### config.mk
export PLATFORM = sky130hd
export DESIGN_NAME = spi_pixel_buffer
export DESIGN_NICKNAME = d
export VERILOG_FILES = /design/src/rtl/spi_pixel_buffer.sv
export SDC_FILE = /design/constraint.sdc
export NUM_CORES = 1
export LEC_CHECK = 0
export ABC_AREA = 1
export CORE_ASPECT_RATIO = 1.1
export CORE_UTILIZATION = 50
export CTS_CLUSTER_DIAMETER = 100
export DETAILED_ROUTE_END_ITERATION = 12
export PLACE_DENSITY = 0.74
export SYNTH_ARGS = -nofsm -noshare
export SYNTH_HDL_FRONTEND = slang
export SYNTH_SLANG_ARGS = --single-unit
### constraint.sdc
create_clock -name clk -period 2.3 [get_ports clk]
set_clock_uncertainty 0.1 [all_clocks]
set_input_delay 0.69 -clock clk [delete_from_list [all_inputs] [get_ports clk]]
set_output_delay 0.69 -clock clk [all_outputs]
set_load 0.01 [all_outputs]
### src/rtl/spi_pixel_buffer.sv
// spi_pixel_buffer
//   Receives RGB frames over a mode-0 SPI link into a double-buffered frame
//   store and hands complete frames to a downstream LED serializer.
//   A frame is 3*NUM_LEDS bytes (R,G,B per LED, LED 0 first) sent inside a
//   single CS-low window. Only a frame of exactly that length is queued for
//   display. The bank swap waits until the serializer is idle and CS is high.
//
// Ports
//   clk, reset        system clock, asynchronous active-high reset
//   spi_sck/mosi/cs_n SPI slave inputs (asynchronous to clk)
//   address           LED index requested by the serializer
//   data_request      capture display_bank[address] into the colour outputs
//   reset_state       serializer is idle in its reset/latch-wait state
//   start             one-cycle pulse to start transmission of the display bank
//   red/green/blue_out registered colour of the requested LED
//   frame_error       one-cycle pulse when a frame had the wrong length
//   busy              display FSM is not idle
module spi_pixel_buffer #(
  parameter int NUM_LEDS = 8,
  parameter int AW       = $clog2(NUM_LEDS)
) (
  input  logic          clk,
  input  logic          reset,
  input  logic          spi_sck,
  input  logic          spi_mosi,
  input  logic          spi_cs_n,
  input  logic [AW-1:0] address,
  input  logic          data_request,
  input  logic          reset_state,
  output logic          start,
  output logic [7:0]    red_out,
  output logic [7:0]    green_out,
  output logic [7:0]    blue_out,
  output logic          frame_error,
  output logic          busy
);

  localparam int FRAME_BYTES = 3 * NUM_LEDS;
  localparam int BW          = $clog2(FRAME_BYTES + 1);

  localparam logic [2:0] S_IDLE      = 3'd0;
  localparam logic [2:0] S_SWAP      = 3'd1;
  localparam logic [2:0] S_START     = 3'd2;
  localparam logic [2:0] S_WAIT_BUSY = 3'd3;
  localparam logic [2:0] S_WAIT_DONE = 3'd4;

  logic [1:0]    r_sck_sync, r_mosi_sync, r_cs_sync;
  logic          r_sck_prev, r_cs_prev;
  logic [7:0]    r_shift;
  logic [2:0]    r_bit_cnt;
  logic [BW-1:0] r_byte_cnt;
  logic [AW-1:0] r_led;
  logic [1:0]    r_color;
  logic          r_too_long;
  logic          r_wr_en;
  logic [AW:0]   r_wr_addr;
  logic [1:0]    r_wr_color;
  logic [2:0]    r_state;
  logic          r_bank_sel;
  logic          r_swap_pending;
  logic          r_frame_error;

  logic [7:0]    r_red_mem   [0:2*NUM_LEDS-1];
  logic [7:0]    r_green_mem [0:2*NUM_LEDS-1];
  logic [7:0]    r_blue_mem  [0:2*NUM_LEDS-1];

  logic          w_sck, w_mosi, w_cs_n;
  logic          w_sck_rise, w_cs_fall, w_cs_rise;
  logic          w_shift_en, w_byte_done, w_in_range, w_frame_ok;
  logic [AW:0]   w_rd_addr;

  // Two-flop synchronizers plus one history flop for edge detection; idle
  // levels are CS high, SCK low, MOSI low so reset never fakes an edge.
  always_ff @(posedge clk or posedge reset) begin
    if (reset) begin
      r_sck_sync  <= 2'b00;
      r_mosi_sync <= 2'b00;
      r_cs_sync   <= 2'b11;
      r_sck_prev  <= 1'b0;
      r_cs_prev   <= 1'b1;
    end else begin
      r_sck_sync  <= {r_sck_sync[0], spi_sck};
      r_mosi_sync <= {r_mosi_sync[0], spi_mosi};
      r_cs_sync   <= {r_cs_sync[0], spi_cs_n};
      r_sck_prev  <= r_sck_sync[1];
      r_cs_prev   <= r_cs_sync[1];
    end
  end

  assign w_sck       = r_sck_sync[1];
  assign w_mosi      = r_mosi_sync[1];
  assign w_cs_n      = r_cs_sync[1];
  assign w_sck_rise  = w_sck & ~r_sck_prev;
  assign w_cs_fall   = ~w_cs_n & r_cs_prev;
  assign w_cs_rise   = w_cs_n & ~r_cs_prev;
  assign w_shift_en  = w_sck_rise & ~w_cs_n & ~w_cs_fall;
  assign w_byte_done = w_shift_en & (r_bit_cnt == 3'd7);
  // The byte counter saturates at the frame length; anything beyond that is
  // remembered only through r_too_long.
  assign w_in_range  = (r_byte_cnt != BW'(FRAME_BYTES));
  assign w_frame_ok  = (r_byte_cnt == BW'(FRAME_BYTES)) & ~r_too_long;

  // SPI receiver: LED index and colour slot are tracked as counters that
  // advance alongside the byte count, which avoids a divide-by-3.
  // A completed byte is written one cycle later, once it sits whole in r_shift.
  always_ff @(posedge clk or posedge reset) begin
    if (reset) begin
      r_shift    <= '0;
      r_bit_cnt  <= '0;
      r_byte_cnt <= '0;
      r_led      <= '0;
      r_color    <= '0;
      r_too_long <= 1'b0;
      r_wr_en    <= 1'b0;
      r_wr_addr  <= '0;
      r_wr_color <= '0;
    end else begin
      r_wr_en <= w_byte_done & w_in_range;
      if (w_cs_fall) begin
        r_shift    <= '0;
        r_bit_cnt  <= '0;
        r_byte_cnt <= '0;
        r_led      <= '0;
        r_color    <= '0;
        r_too_long <= 1'b0;
      end else if (w_shift_en) begin
        r_shift   <= {r_shift[6:0], w_mosi};
        r_bit_cnt <= r_bit_cnt + 3'd1;
        if (r_bit_cnt == 3'd7) begin
          if (w_in_range) begin
            r_wr_addr  <= {~r_bank_sel, r_led};
            r_wr_color <= r_color;
            r_byte_cnt <= r_byte_cnt + BW'(1);
            if (r_color == 2'd2) begin
              r_color <= 2'd0;
              r_led   <= r_led + AW'(1);
            end else begin
              r_color <= r_color + 2'd1;
            end
          end else begin
            r_too_long <= 1'b1;
          end
        end
      end
    end
  end

  // Frame store; contents survive reset on purpose.
  always_ff @(posedge clk) begin
    if (r_wr_en) begin
      case (r_wr_color)
        2'd0:    r_red_mem[r_wr_addr]   <= r_shift;
        2'd1:    r_green_mem[r_wr_addr] <= r_shift;
        default: r_blue_mem[r_wr_addr]  <= r_shift;
      endcase
    end
  end

  // Display FSM, swap request and frame error. When a new valid frame ends
  // in the same cycle SWAP clears the request, the new request survives.
  always_ff @(posedge clk or posedge reset) begin
    if (reset) begin
      r_state        <= S_IDLE;
      r_bank_sel     <= 1'b0;
      r_swap_pending <= 1'b0;
      r_frame_error  <= 1'b0;
    end else begin
      r_frame_error <= w_cs_rise & ~w_frame_ok;
      if (w_cs_rise && w_frame_ok) begin
        r_swap_pending <= 1'b1;
      end else if (r_state == S_SWAP) begin
        r_swap_pending <= 1'b0;
      end
      case (r_state)
        S_IDLE: begin
          if (r_swap_pending && reset_state && w_cs_n) r_state <= S_SWAP;
        end
        S_SWAP: begin
          r_bank_sel <= ~r_bank_sel;
          r_state    <= S_START;
        end
        S_START:     r_state <= S_WAIT_BUSY;
        S_WAIT_BUSY: if (!reset_state) r_state <= S_WAIT_DONE;
        S_WAIT_DONE: if (reset_state) r_state <= S_IDLE;
        default:     r_state <= S_IDLE;
      endcase
    end
  end

  assign w_rd_addr = {r_bank_sel, address};

  // Colour outputs read only the display bank and hold between requests.
  always_ff @(posedge clk or posedge reset) begin
    if (reset) begin
      red_out   <= '0;
      green_out <= '0;
      blue_out  <= '0;
    end else if (data_request) begin
      red_out   <= r_red_mem[w_rd_addr];
      green_out <= r_green_mem[w_rd_addr];
      blue_out  <= r_blue_mem[w_rd_addr];
    end
  end

  assign start       = (r_state == S_START);
  assign busy        = (r_state != S_IDLE);
  assign frame_error = r_frame_error;

endmodule

==> flow_summary.ini <==
[run_status]
status = completed

[synthesis]
ys.flop_type = edfxtp_1
synth_area_um2 = 18300
ys_warn_count = 0
ys_types = 29
ys_ff_latch = 451
synthArstFlopShare_pct = 14.9
postSynthCellCount = 1621
synth.avg_cell_area_um2 = 11.3
yosysSeqAreaShare_pct = 72.3
synth_edf_count = 384
syn_nets = 1636

[power]
p_seq_share_pct = 51.9
vdd_ir_drop_max_uv = 648
p_leak_nw = 8.33
clkPwrFrac_pct = 38.9
internal_power_mw = 13.7
p_sw_mw = 4.11
p_per_area_nw_per_um2 = 850
finalPower_mw = 17.8
switching_share_pct = 23.1
power_frac_comb_pct = 9.2

[die]
coreArea_um2 = 36100
io_pins = 37
rows = 73
die_w_um = 184
die_area_um2 = 37300
start_util_pct = 50.6
fp.dieH_um = 202

[placement]
hpwl_um = 25000
place_inst = 2136
placed_area_um2 = 19500
numPortBuffers = 36
place_congestion = 0.852

[clock_tree]
cts-buffers-inserted = 43
insertion_delay_ns = 0.54
htreeDepth = 2
clk_pin_slew_ns = 0.06
cts-root-buf = clkbuf_16
cts_tree = done
clock_path_buffers = 3
cts_sinks = 451

[setup_path]
critical_path_buf_inv_count = 1
path_max_fanout = 2
crit_arrival_ns = 1.47
cp_top_family = buffers and inverters
path_cells = clkdlybuf4s50_1
cp.required_ns = 1.51
crit_type = reg2out
crit_path_start_kind = flip-flop
critPathSlowestCell = clkdlybuf4s50_1
critPathCaptureType = output pin
critPathMaxStageDelay_ns = 0.55

[timing]
finalCriticalPeriod_ns = 2.26
finalMaxSlewViolations = 0
holdWs_ns = 0.259
fin_setup_tns_ns = 0
rsz0062_at_grt = false
post-route-period-util_pct = 98.4
finalHoldViolations = 0
relSlewSlack_pct = 52.2
fmax_ghz = 0.442
worst_slew_pin_slew_ns = 0.715
finalSetupViolCount = 0

[layout]
instances_no_fill = 2216
drive_above_1_share_pct = 9.72
layout_common_cells = 623 x nand2_1, 384 x edfxtp_1, 307 x nand3_1
num-fill-cells = 2802
final_common_cell = nand2_1
diodes = 0
layout.nets = 1712
design_area_um2 = 20900
area_growth_pct = 14.5

[global_routing]
grt_pass1_vias = 11895
antenna_found_initial = 0
grt_pass1_wl_um = 64600
grt_usage_pct = 22.6
grt_max_degree = 101
overflow = 0

[routing]
wire_per_inst_um = 18.7
ant_nets = 0
drt_iter0_drc = 1362
wirelength_um = 41500
vias = 12154
via_per_inst = 5.48
drc = 0
first_pass_iters = 6

[min_path]
holdCritPathClass = reg2reg

[run]
maxCapViolCount = 0
[registers in the layout, indices dropped and copies added, names as in the netlist, 4 cells and up]
register	count
blue_out	8
r_byte_cnt	5
green_out	8
r_blue_mem	128
r_wr_addr	4
r_green_mem	128
red_out	8
r_shift	8
r_red_mem	128
[cells in the mapped netlist, types with 2 or more instances]
cell / count / share of area, %
xor2_1: 5 / 0.24
nand4_1: 3 / 0.10
buf_1: 5 / 0.10
o41ai_1: 2 / 0.096
buf_4: 16 / 0.66
o21ai_0: 17 / 0.47
dfstp_2: 3 / 0.43
edfxtp_1: 384 / 63
nand2_1: 623 / 13
ha_1: 5 / 0.34
dfrtp_1: 64 / 8.8
o21ai_1: 3 / 0.082
nor3_1: 4 / 0.11
nand3_1: 307 / 8.4
buf_2: 50 / 1.4
nor2_1: 66 / 1.4
clkbuf_1: 19 / 0.39
inv_2: 3 / 0.062
inv_1: 30 / 0.62
nand2_2: 3 / 0.10
[layout make-up]
class	count	area [um2]	area share (%)
flip-flops and latches	451	13200	63.2
multi-input cells	1046	4470	21.4
clock buffers	54	1170	5.59
repair buffers	121	1110	5.31
well taps	487	609	2.91
clock inverters	23	210	1.00
inverters	34	134	0.640
[path summary, 6_finish.rpt]
check,slack [ns],start,cells after the start,end
max,0.04,blue_out[1],1,blue_out[1]
min,0.26,r_cs_sync[0],0,r_cs_sync[1]
max reg2reg,0.34,r_wr_color[1],4,r_green_mem[3][2]
min reg2reg,0.26,r_cs_sync[0],0,r_cs_sync[1]
max in group asynchronous,1.26,reset,3,green_out[6]
min in group asynchronous,0.34,reset,2,frame_error
[cell families after synthesis]
family	count (synthesis)	synth area share (%)
xor gates and xnor gates	5	0.240
and+or+nand+nor	1010	23.1
DFF	451	72.3
AOI/OAI and AO/OA	26	0.788
adders and majority gates	5	0.343
buffers and inverters	124	3.22
[through the flow]
step	util, %	worst slack, ns
after floorplan	-	0.517
after global placement	54.1	0.178
after detailed placement	54.1	0.129
after CTS	57.9	0.0157
after global routing	58.0	0.0119
final	58.0	0.0374
[power by group through the flow]
stage,combinational [mW],clock (mW),sequential (mW)
floorplan,0.930,0,9.34
global placement,1.60,0,9.39
detailed placement,1.63,0,9.39
CTS,1.60,7.01,9.23
global route,1.81,7.32,9.24
finish,1.63,6.92,9.23
[timing repair]
action | 4_1_cts | 5_1_grt
setup buffers | 0 | 3
resized for setup | 18 | 2
hold buffers | 0 | 0
cloned | 0 | 0
pin swaps | 1 | 1
setup endpoints to repair | 13 | 2
[per-layer routing]
metal	vias to the layer above	global-route usage [%]	share of wire [%]
met5	-	0	0
met4	0	7.44	2.5
met3	71	3.00	6.8
met2	471	38.6	50
met1	5920	29.9	40
li1	5692	-	-
Power figures use the tool's default switching activity.
